`config.mk`:
```
export PLATFORM = sky130hd
export DESIGN_NAME = tcp_ack_scheduler
export DESIGN_NICKNAME = d
export VERILOG_FILES = /design/src/rtl/tcp_ack_scheduler.sv
export SDC_FILE = /design/constraint.sdc
export NUM_CORES = 1
export LEC_CHECK = 0
export CAP_MARGIN = 20
export CORE_ASPECT_RATIO = 1.2
export CORE_MARGIN = 2
export CORE_UTILIZATION = 35
export DETAILED_ROUTE_END_ITERATION = 8
export GPL_TIMING_DRIVEN = 0
export PLACE_DENSITY = 0.57
export SETUP_SLACK_MARGIN = 0.15
export SLEW_MARGIN = 20
export SYNTH_ARGS = -nofsm -noshare
export SYNTH_HDL_FRONTEND = slang
export SYNTH_SLANG_ARGS = --single-unit
```
`constraint.sdc`:
```
create_clock -name clk -period 5.4 [get_ports clk]
set_input_delay 1.08 -clock clk [delete_from_list [all_inputs] [get_ports clk]]
set_output_delay 1.08 -clock clk [all_outputs]
set_load 0.005 [all_outputs]
```
`src/rtl/tcp_ack_scheduler.sv`:
```
// ---------------------------------------------------------------------------
// tcp_ack_scheduler
//
// Decides when the TCP receive path emits an ACK and what acknowledgement
// number and advertised window the ACK carries.  Supports delayed ACK with a
// cycle-count timeout, ACK-every-Nth-segment, immediate ACK on out-of-order
// arrival or FIN, and window-update ACKs.  Requests are handed to the TX
// engine on a valid/ready handshake and held stable until accepted.
//
// Ports
//   clk, rst_n        clock, asynchronous active-low reset
//   enable            connection established; low abandons and clears state
//   seg_rx            pulse: one in-order segment accepted
//   seg_ooo           pulse: out-of-order segment arrived
//   fin_rx            pulse: FIN received
//   ack_out[31:0]     next expected sequence number (reorder buffer)
//   window_size[31:0] free bytes in the reorder buffer
//   ack_done          pulse: reorder buffer drained all in-order bytes
//   ack_req_valid     ACK request to the TX engine
//   ack_req_ready     TX engine accepts the request
//   ack_req_seq[31:0] acknowledgement number (includes +1 for FIN)
//   ack_req_win[W-1:0] advertised window (clamped to WIN_BITS)
//   ack_req_fin       request acknowledges a FIN
// ---------------------------------------------------------------------------
module tcp_ack_scheduler #(
   parameter int unsigned DELAY_CYCLES      = 1000,
   parameter int unsigned SEGS_PER_ACK      = 2,
   parameter int unsigned WIN_UPDATE_THRESH = 4,
   parameter int unsigned WIN_BITS          = 16
) (
   input  logic                clk,
   input  logic                rst_n,
   input  logic                enable,
   input  logic                seg_rx,
   input  logic                seg_ooo,
   input  logic                fin_rx,
   input  logic [31:0]         ack_out,
   input  logic [31:0]         window_size,
   input  logic                ack_done,
   output logic                ack_req_valid,
   input  logic                ack_req_ready,
   output logic [31:0]         ack_req_seq,
   output logic [WIN_BITS-1:0] ack_req_win,
   output logic                ack_req_fin
);

   localparam int unsigned TIMER_W = $clog2(DELAY_CYCLES + 1);
   localparam int unsigned CNT_W   = $clog2(SEGS_PER_ACK + 1);
   localparam logic [32:0] WIN_MAX = (33'd1 << WIN_BITS) - 33'd1;
   // With one segment per ACK, a restarted pending window is already full.
   localparam bit          ONE_SEG = (SEGS_PER_ACK == 1);

   typedef enum logic [1:0] {
      ST_IDLE    = 2'd0,
      ST_PENDING = 2'd1,
      ST_REQ     = 2'd2
   } state_t;

   state_t               state_q, state_d;
   logic [CNT_W-1:0]     seg_cnt_q, seg_cnt_d;
   logic [TIMER_W-1:0]   timer_q, timer_d;
   logic [WIN_BITS-1:0]  last_win_q, last_win_d;
   logic                 more_q, more_d;
   logic                 urgent_q, urgent_d;
   logic                 fin_pend_q, fin_pend_d;
   logic                 valid_q, valid_d;
   logic [31:0]          seq_q, seq_d;
   logic [WIN_BITS-1:0]  win_q, win_d;
   logic                 fin_q, fin_d;

   logic [WIN_BITS-1:0]  win_c_s;
   logic [WIN_BITS-1:0]  win_diff_s;
   logic                 win_grow_s;
   logic                 fin_s;
   logic                 handshake_s;
   logic                 imm_trig_s;
   logic [CNT_W-1:0]     seg_cnt_inc_s;
   logic                 seg_full_s;
   logic                 timer_exp_s;
   logic                 urgent_any_s;
   logic                 more_any_s;
   logic                 capture_s;

   // Trigger decode shared by the next-state and datapath processes.
   always_comb begin
      if ({1'b0, window_size} > WIN_MAX) begin
         win_c_s = WIN_MAX[WIN_BITS-1:0];
      end else begin
         win_c_s = window_size[WIN_BITS-1:0];
      end
      win_diff_s    = win_c_s - last_win_q;
      // Only growth counts; a shrinking window never forces an update.
      win_grow_s    = ack_done && (win_c_s > last_win_q) &&
                      (win_diff_s >= WIN_BITS'(WIN_UPDATE_THRESH));
      fin_s         = fin_rx | fin_pend_q;
      handshake_s   = valid_q & ack_req_ready;
      imm_trig_s    = seg_ooo | fin_rx | win_grow_s;
      seg_cnt_inc_s = seg_cnt_q + CNT_W'(1);
      seg_full_s    = seg_rx && (seg_cnt_inc_s >= CNT_W'(SEGS_PER_ACK));
      // Timer holds the cycles left including the current one.
      timer_exp_s   = (timer_q <= TIMER_W'(1));
      urgent_any_s  = urgent_q | seg_ooo | fin_rx;
      more_any_s    = more_q | seg_rx;
   end

   // Next-state logic.
   always_comb begin
      state_d = state_q;
      if (!enable) begin
         state_d = ST_IDLE;
      end else begin
         case (state_q)
            ST_IDLE: begin
               if (imm_trig_s || seg_full_s) begin
                  state_d = ST_REQ;
               end else if (seg_rx) begin
                  state_d = ST_PENDING;
               end else begin
                  state_d = ST_IDLE;
               end
            end
            ST_PENDING: begin
               // Any immediate trigger or the timer yields one single request.
               if (imm_trig_s || seg_full_s || timer_exp_s) begin
                  state_d = ST_REQ;
               end else begin
                  state_d = ST_PENDING;
               end
            end
            ST_REQ: begin
               if (handshake_s) begin
                  if (urgent_any_s) begin
                     state_d = ST_REQ;
                  end else if (more_any_s) begin
                     state_d = ONE_SEG ? ST_REQ : ST_PENDING;
                  end else begin
                     state_d = ST_IDLE;
                  end
               end else begin
                  state_d = ST_REQ;
               end
            end
            default: begin
               state_d = ST_IDLE;
            end
         endcase
      end
   end

   // Datapath and output next values.
   always_comb begin
      seg_cnt_d  = seg_cnt_q;
      timer_d    = timer_q;
      last_win_d = last_win_q;
      more_d     = more_q;
      urgent_d   = urgent_q;
      fin_pend_d = fin_pend_q;
      seq_d      = seq_q;
      win_d      = win_q;
      fin_d      = fin_q;
      valid_d    = 1'b0;
      // A fresh capture happens on entry to REQ or on a back-to-back reload.
      capture_s  = enable && (state_d == ST_REQ) &&
                   ((state_q != ST_REQ) || handshake_s);

      if (!enable) begin
         seg_cnt_d  = '0;
         timer_d    = '0;
         more_d     = 1'b0;
         urgent_d   = 1'b0;
         fin_pend_d = 1'b0;
         last_win_d = win_c_s;
      end else begin
         valid_d = (state_d == ST_REQ);
         case (state_q)
            ST_IDLE: begin
               if (seg_rx) begin
                  seg_cnt_d = CNT_W'(1);
                  timer_d   = TIMER_W'(DELAY_CYCLES);
               end else begin
                  seg_cnt_d = seg_cnt_q;
               end
            end
            ST_PENDING: begin
               if (timer_q != '0) begin
                  timer_d = timer_q - TIMER_W'(1);
               end else begin
                  timer_d = '0;
               end
               if (seg_rx) begin
                  seg_cnt_d = seg_cnt_inc_s;
               end else begin
                  seg_cnt_d = seg_cnt_q;
               end
            end
            ST_REQ: begin
               if (handshake_s) begin
                  last_win_d = win_q;
                  seg_cnt_d  = '0;
                  fin_pend_d = 1'b0;
                  more_d     = 1'b0;
                  urgent_d   = 1'b0;
                  if (state_d == ST_PENDING) begin
                     seg_cnt_d = CNT_W'(1);
                     timer_d   = TIMER_W'(DELAY_CYCLES);
                  end else begin
                     timer_d   = timer_q;
                  end
               end else begin
                  more_d     = more_q | seg_rx;
                  urgent_d   = urgent_q | seg_ooo | fin_rx;
                  fin_pend_d = fin_pend_q | fin_rx;
               end
            end
            default: begin
               seg_cnt_d = '0;
            end
         endcase
         if (capture_s) begin
            seq_d = ack_out + {31'd0, fin_s};
            win_d = win_c_s;
            fin_d = fin_s;
         end else begin
            seq_d = seq_q;
         end
      end
   end

   // State register.
   always_ff @(posedge clk or negedge rst_n) begin
      if (!rst_n) begin
         state_q <= ST_IDLE;
      end else begin
         state_q <= state_d;
      end
   end

   // Counters, flags and registered request outputs.
   always_ff @(posedge clk or negedge rst_n) begin
      if (!rst_n) begin
         seg_cnt_q  <= '0;
         timer_q    <= '0;
         last_win_q <= '0;
         more_q     <= 1'b0;
         urgent_q   <= 1'b0;
         fin_pend_q <= 1'b0;
         valid_q    <= 1'b0;
         seq_q      <= 32'd0;
         win_q      <= '0;
         fin_q      <= 1'b0;
      end else begin
         seg_cnt_q  <= seg_cnt_d;
         timer_q    <= timer_d;
         last_win_q <= last_win_d;
         more_q     <= more_d;
         urgent_q   <= urgent_d;
         fin_pend_q <= fin_pend_d;
         valid_q    <= valid_d;
         seq_q      <= seq_d;
         win_q      <= win_d;
         fin_q      <= fin_d;
      end
   end

   assign ack_req_valid = valid_q;
   assign ack_req_seq   = seq_q;
   assign ack_req_win   = win_q;
   assign ack_req_fin   = fin_q;

endmodule

```
Yosys cells after proc, flatten, opt, wreduce, memory -nomap -nowiden:

Cells that the tools add are included.

* bits in registers: 83
* bits in latches: 0
* bits in writable memories: 0
* bits in read-only memories: 0
* input bits: 72
* output and inout port bits: 50
* logic and storage cells: 87
* memories kept: 0

* add/subtract/negate cells: 4
* multiply operators: 0
* divide/modulo/power cells: 0
* order comparisons: 5
* eq/ne operators: 12
* shift operators: 0
* muxes and demuxes: 34
* bitwise operators: 7
* reductions and logical operators: 14

Operators with widths (number)
* 16-bit 2-to-1 mux: 4
* 10-bit 2-to-1 mux: 5
* 32-bit by 1-bit adder with 32-bit output: 1
* 32-bit by 16-bit > comparator with 1-bit output, second input constant: 1
* 10-bit case mux with 3 select lines: 1
* 2-bit 2-to-1 mux: 9
* 16-bit by 3-bit >= comparator with 1-bit output, second input constant: 1
* 16-bit > comparator: 1
* 16-bit subtractor: 1
* 1-bit 2-to-1 mux: 13
* 3-bit != test, second input constant: 4
* 2-bit case mux with 3 select lines: 2
* 10-bit by 1-bit less-or-equal comparator with 1-bit output, second input constant: 1
* 10-bit nonzero test: 1
* 10-bit by 1-bit subtractor with 10-bit output, second input constant: 1
* 1-bit bitwise OR: 6
* 1-bit logical AND: 5
* 2-bit by 1-bit equality test with 1-bit output, second input constant: 2
* 2-bit equality test, second input constant: 2
* 2-bit by 1-bit != test with 1-bit output, second input constant: 2
* 4-bit by 1-bit != test with 1-bit output, second input constant: 1
* 2-bit AND reduction: 2
* 4-bit AND reduction: 1
* 1-bit logical OR: 3
* 6 further kinds: 6

Depth between registers and ports, before layout:

* depth in word-level cells: 16
* depth in mapped cells: 18
* depth with buffers taken out: 15

Least setup slack after synthesis:

Ideal clock, no wire load.

* path type: input -> register
* start: input window_size[23]
* end: register seq_q[0], in the netlist ack_req_seq[0]
* setup time: 125 ps
* arrival time: 4746 ps
* required time: 5275 ps
* path slack: 529 ps
* cell stages on the path: 18
* path buffers: 3
* cell sequence: nor4_1 > nand4_1 > clkbuf_1 > or2_2 > inv_1 > ha_1 > inv_1 > fa_1 > a21oi_1 > o211ai_2 > and3_1 > o221a_1 > or3_1 > and4b_2 > a31oi_4 > buf_6 > buf_8 > mux2_4

* longest elaborated chain between the ends: 15
* elaborated cells between the ends (all ways): 18

RTL lines
* start: declaration: line 38 `input logic [31:0] window_size,`
* 32-bit by 16-bit > comparator with 1-bit output *: line 86 `if ({1'b0, window_size} > WIN_MAX) begin`
* 16-bit 2-to-1 mux *: line 86
* 16-bit subtractor / 16-bit > comparator (equally long branches): line 91, 93
* 16-bit by 3-bit >= comparator with 1-bit output / 1-bit logical AND (equally long branches): line 94, 93
* 1-bit logical AND *: line 93 `win_grow_s = ack_done && (win_c_s > last_win_q) &&`
* 1-bit bitwise OR *: line 97 `imm_trig_s = seg_ooo | fin_rx | win_grow_s;`
* 1-bit logical OR *: line 114, 124
* 1-bit logical OR: line 124 `if (imm_trig_s || seg_full_s || timer_exp_s) begin`
* 2-bit 2-to-1 mux: line 124
* 2-bit case mux with 3 select lines *: line 112 `case (state_q)`
* 2-bit 2-to-1 mux *: line 109 `if (!enable) begin`
* 2-bit equality test *: line 163 `capture_s = enable && (state_d == ST_REQ) &&`
* 1-bit logical AND * (2 in series): line 163
* 2-bit AND reduction (no line) *
* end signal: assignment: line 259 `seq_q <= seq_d;`
* end: declaration: line 67 `logic [31:0] seq_q, seq_d;`

Every way passes the cells marked *; elsewhere a longest branch is shown, timed or not.
A chain may end at the register's enable or synchronous reset.

Worst setup path in the final report:

* start: input window_size[27]
* end: register seq_q[8], in the netlist ack_req_seq[8]

The elaborated chain is that of the path after synthesis.

==> impl_metrics.tcl <==
set metrics [dict create \
    outcome "finished clean" \
    yosys_warnings 0 \
    rows 49 \
    synthArstFlopShare_pct 100 \
    path_class "input port to flip-flop" \
    dieArea_um2 16400 \
    io_pins 122 \
    clock_skew_ns 0.00523 \
    peakVddDrop_v 0.000150 \
    antenna_found_initial 0 \
    synth_top_area_share_pct 38.6 \
    post-route-period-util_pct 94.1 \
    path_depth 20 \
    tightestPinTransition_ns 1.02 \
    reg2reg_depth 14 \
    final_cell_mix "108 x clkdlybuf4s50_1, 83 x dfrtp_1, 63 x nand2_1, 41 x nor2_1, 32 x o21ai_0" \
    drc_errors 0 \
    critPathCapture "ack_req_seq[8]$_DFFE_PN0P_" \
    p_per_area_nw_per_um2 265 \
    die_w_um 117 \
    insertedDiodeCount 0 \
    synth-edff-count 0 \
    maxCapViolations 0 \
    ys_seq_area_share_pct 38.6 \
    synth_area_leader_cell "dfrtp_1" \
    grt_max_degree 46 \
    fillers 1439 \
    relSlewSlack_pct 31.4 \
    synth_area_leaders "dfrtp_1 39%, ha_1 4.7%, nand2_1 4.4%" \
    start_util_pct 35.8 \
    yosysUniqueCellTypes 68 \
    drt-pass1-iter-count 4 \
    synth_flop_cell "dfrtp_1" \
    fin_ws_ns 0.317 \
    ant_nets 0 \
    syn_to_final_growth_pct 39.8 \
    min_period_ns 5.08 \
    place.gp.congestion 0.915 \
    cts.path.max_buffers 2 \
    grt.overflow.total 0 \
    cpLargestDelayFamily "simple AND/OR/NAND/NOR gates" \
    utilization_pct 50.0 \
    worstPathCellList "clkdlybuf4s50_1 -> nor4_2 -> nand4_1 -> clkbuf_8 -> or2_4 -> inv_2 -> ha_4 -> inv_2 -> fa_2 -> a21oi_2 -> o211ai_2 -> and3_1 -> o221a_1 -> or3_1 -> and4b_2 -> a31oi_4 -> buf_6 -> buf_12 -> buf_8 -> mux2_4" \
    setup_tns_ns 0 \
    crit_arrival_ns 5.32 \
    numCtsBuffers 9 \
    post_drt_wl_per_cell_um 16.3 \
    core-area_um2 15000 \
    min_path_cells 1 \
    slowest_delay_ns 0.43 \
    finalPower_uw 1990 \
    postPlaceCellArea_um2 6850 \
    root_buffer "clkbuf_16" \
    clock.fmax_mhz 197 \
    stdcell_area_um2 7510 \
    drtIter0Drc 195 \
    rsz0062_at_grt "false" \
    syn_area_um2 5380 \
    required_ns 5.63 \
    r2r_setup_slack_ns 2.01 \
    via_count 4881 \
    leakage_uw 0.00321 \
    syn_avg_cell_area_um2 9.35 \
    io_buffers 120 \
    insertion_delay_ns 0.35 \
    endpoint_kind "flip-flop" \
    syn_nets 668 \
    setup_viol 0 \
    grt_pass1_wl_mm 24.4 \
    critPathLaunchType "input port" \
    synthCells 575 \
    final_max_slew_viol_count 0 \
    drt-total-wl_mm 15.2 \
    clock_sinks 83 \
    ys_seq_elements 83 \
    crit_fanout 7 \
    regToRegEndpoint "ack_req_seq[8]$_DFFE_PN0P_" \
    cts_max_level 3 \
    finalNetCount 818 \
    r2r_start "last_win_q[0]$_DFFE_PN0P_" \
    crit_top_cell "inv_2" \
    cts_tree "built" \
    crit_start "window_size[27]" \
    place_hpwl_mm 11.0 \
    final_common_cell "clkdlybuf4s50_1" \
    grt_pass1_vias 4944 \
    drive_gt1_share_pct 16.2 \
    path_clk_slew_ns 0.06 \
    hold_buffers 0 \
    die_h_um 140 \
    critical_path_buf_inv_count 7 \
    hold_viol 0 \
    grt_use_total_pct 18.8 \
    preCtsSetupSlack_ns -0.695 \
    vias_per_cell 5.23 \
    hp-class "flip-flop to flip-flop" \
    slowest_stage "clkdlybuf4s50_1" \
]
-- cell families after synthesis --
group                    after synthesis  share of synthesized area [%]
AO/OA/AOI/OAI                        134                           16.8
adder cells (fa/ha/maj)               21                           5.03
multiplexers                          52                           11.4
buffers and inverters                 53                           4.30
flip-flops                            83                           38.6
AND/OR/NAND/NOR                      199                           18.4
XOR/XNOR                              33                           5.38
-- final cells by class --
| type | count | area, µm² | area share, % |
|---|---|---|---|
| multi-input combinational | 439 | 3200 | 42.5 |
| sequential | 83 | 2080 | 27.6 |
| buffer | 20 | 131 | 1.75 |
| tap | 204 | 255 | 3.40 |
| clock buffer | 13 | 260 | 3.46 |
| clock inverter | 3 | 68.8 | 0.916 |
| inverter | 33 | 124 | 1.65 |
| timing repair buffer | 139 | 1400 | 18.6 |
-- through the flow --
stage	hold WS, ns	instances
2_1_floorplan	0.455	575
3_3_place_gp	0.468	899
3_5_place_dp	0.478	900
4_1_cts	0.494	922
5_1_grt	0.506	934
6_report	0.487	934
-- worst min path at each step --
| stage | from | slack [ns] | end |
|---|---|---|---|
| floorplan | fin_pend_q$_DFFE_PN0P_ | 0.46 | fin_pend_q$_DFFE_PN0P_ |
| CTS | ack_req_seq[23]$_DFFE_PN0P_ | 0.49 | ack_req_seq[23]$_DFFE_PN0P_ |
| finish | ack_req_seq[23]$_DFFE_PN0P_ | 0.49 | ack_req_seq[23]$_DFFE_PN0P_ |
| global route | ack_req_seq[26]$_DFFE_PN0P_ | 0.51 | ack_req_seq[26]$_DFFE_PN0P_ |
| global placement | ack_req_seq[23]$_DFFE_PN0P_ | 0.47 | ack_req_seq[23]$_DFFE_PN0P_ |
| detailed placement | ack_req_seq[19]$_DFFE_PN0P_ | 0.48 | ack_req_seq[19]$_DFFE_PN0P_ |
-- sequential cells by signal (all words and copies together), names as in the netlist --
signal,flops
ack_req_fin,1
ack_req_seq,32
ack_req_valid,1
ack_req_win,16
fin_pend_q,1
last_win_q,16
more_q,1
seg_cnt_q,2
state_q,2
timer_q,10
urgent_q,1
-- cell usage after synthesis, drive strengths merged, types with 2 or more instances --
library cell,instances
a2111oi,2
a211o,2
a211oi,4
a21boi,5
a21o,5
a21oi,27
a31oi,20
and2,3
and3,12
and4,2
and4b,2
buf,7
clkbuf,13
dfrtp,83
ha,20
inv,33
mux2,48
mux2i,4
nand2,63
nand2b,2
nand3,17
nand4,9
nor2,41
nor2b,4
nor3,7
nor3b,4
nor4,7
o211ai,10
o21a,3
o21ai,33
o21bai,4
o221ai,2
o31ai,4
or2,18
or3,4
xnor2,24
xor2,9
-- power by group --
| part | switching, µW | internal [µW] |
|---|---|---|
| registers | 41.9 | 691 |
| clock network | 265 | 433 |
| logic | 240 | 323 |
| total | 548 | 1450 |
-- metal layers --
layer	vias up	track usage, %	wire (µm)
met5	-	0	0
met4	0	7.43	359
met3	20	5.49	1060
met2	138	31.1	7360
met1	2361	22.8	6430
li1	2362	-	-
-- timing repair --
item                                    in CTS  in global routing
setup buffers                                6                 12
hold endpoints to repair                     0                  0
cloned                                       0                  0
resized for setup                            4                 44
pin swaps                                    6                 16
endpoints found under the setup margin      49                 49
Note: power is estimated with default switching activity, not from simulation.
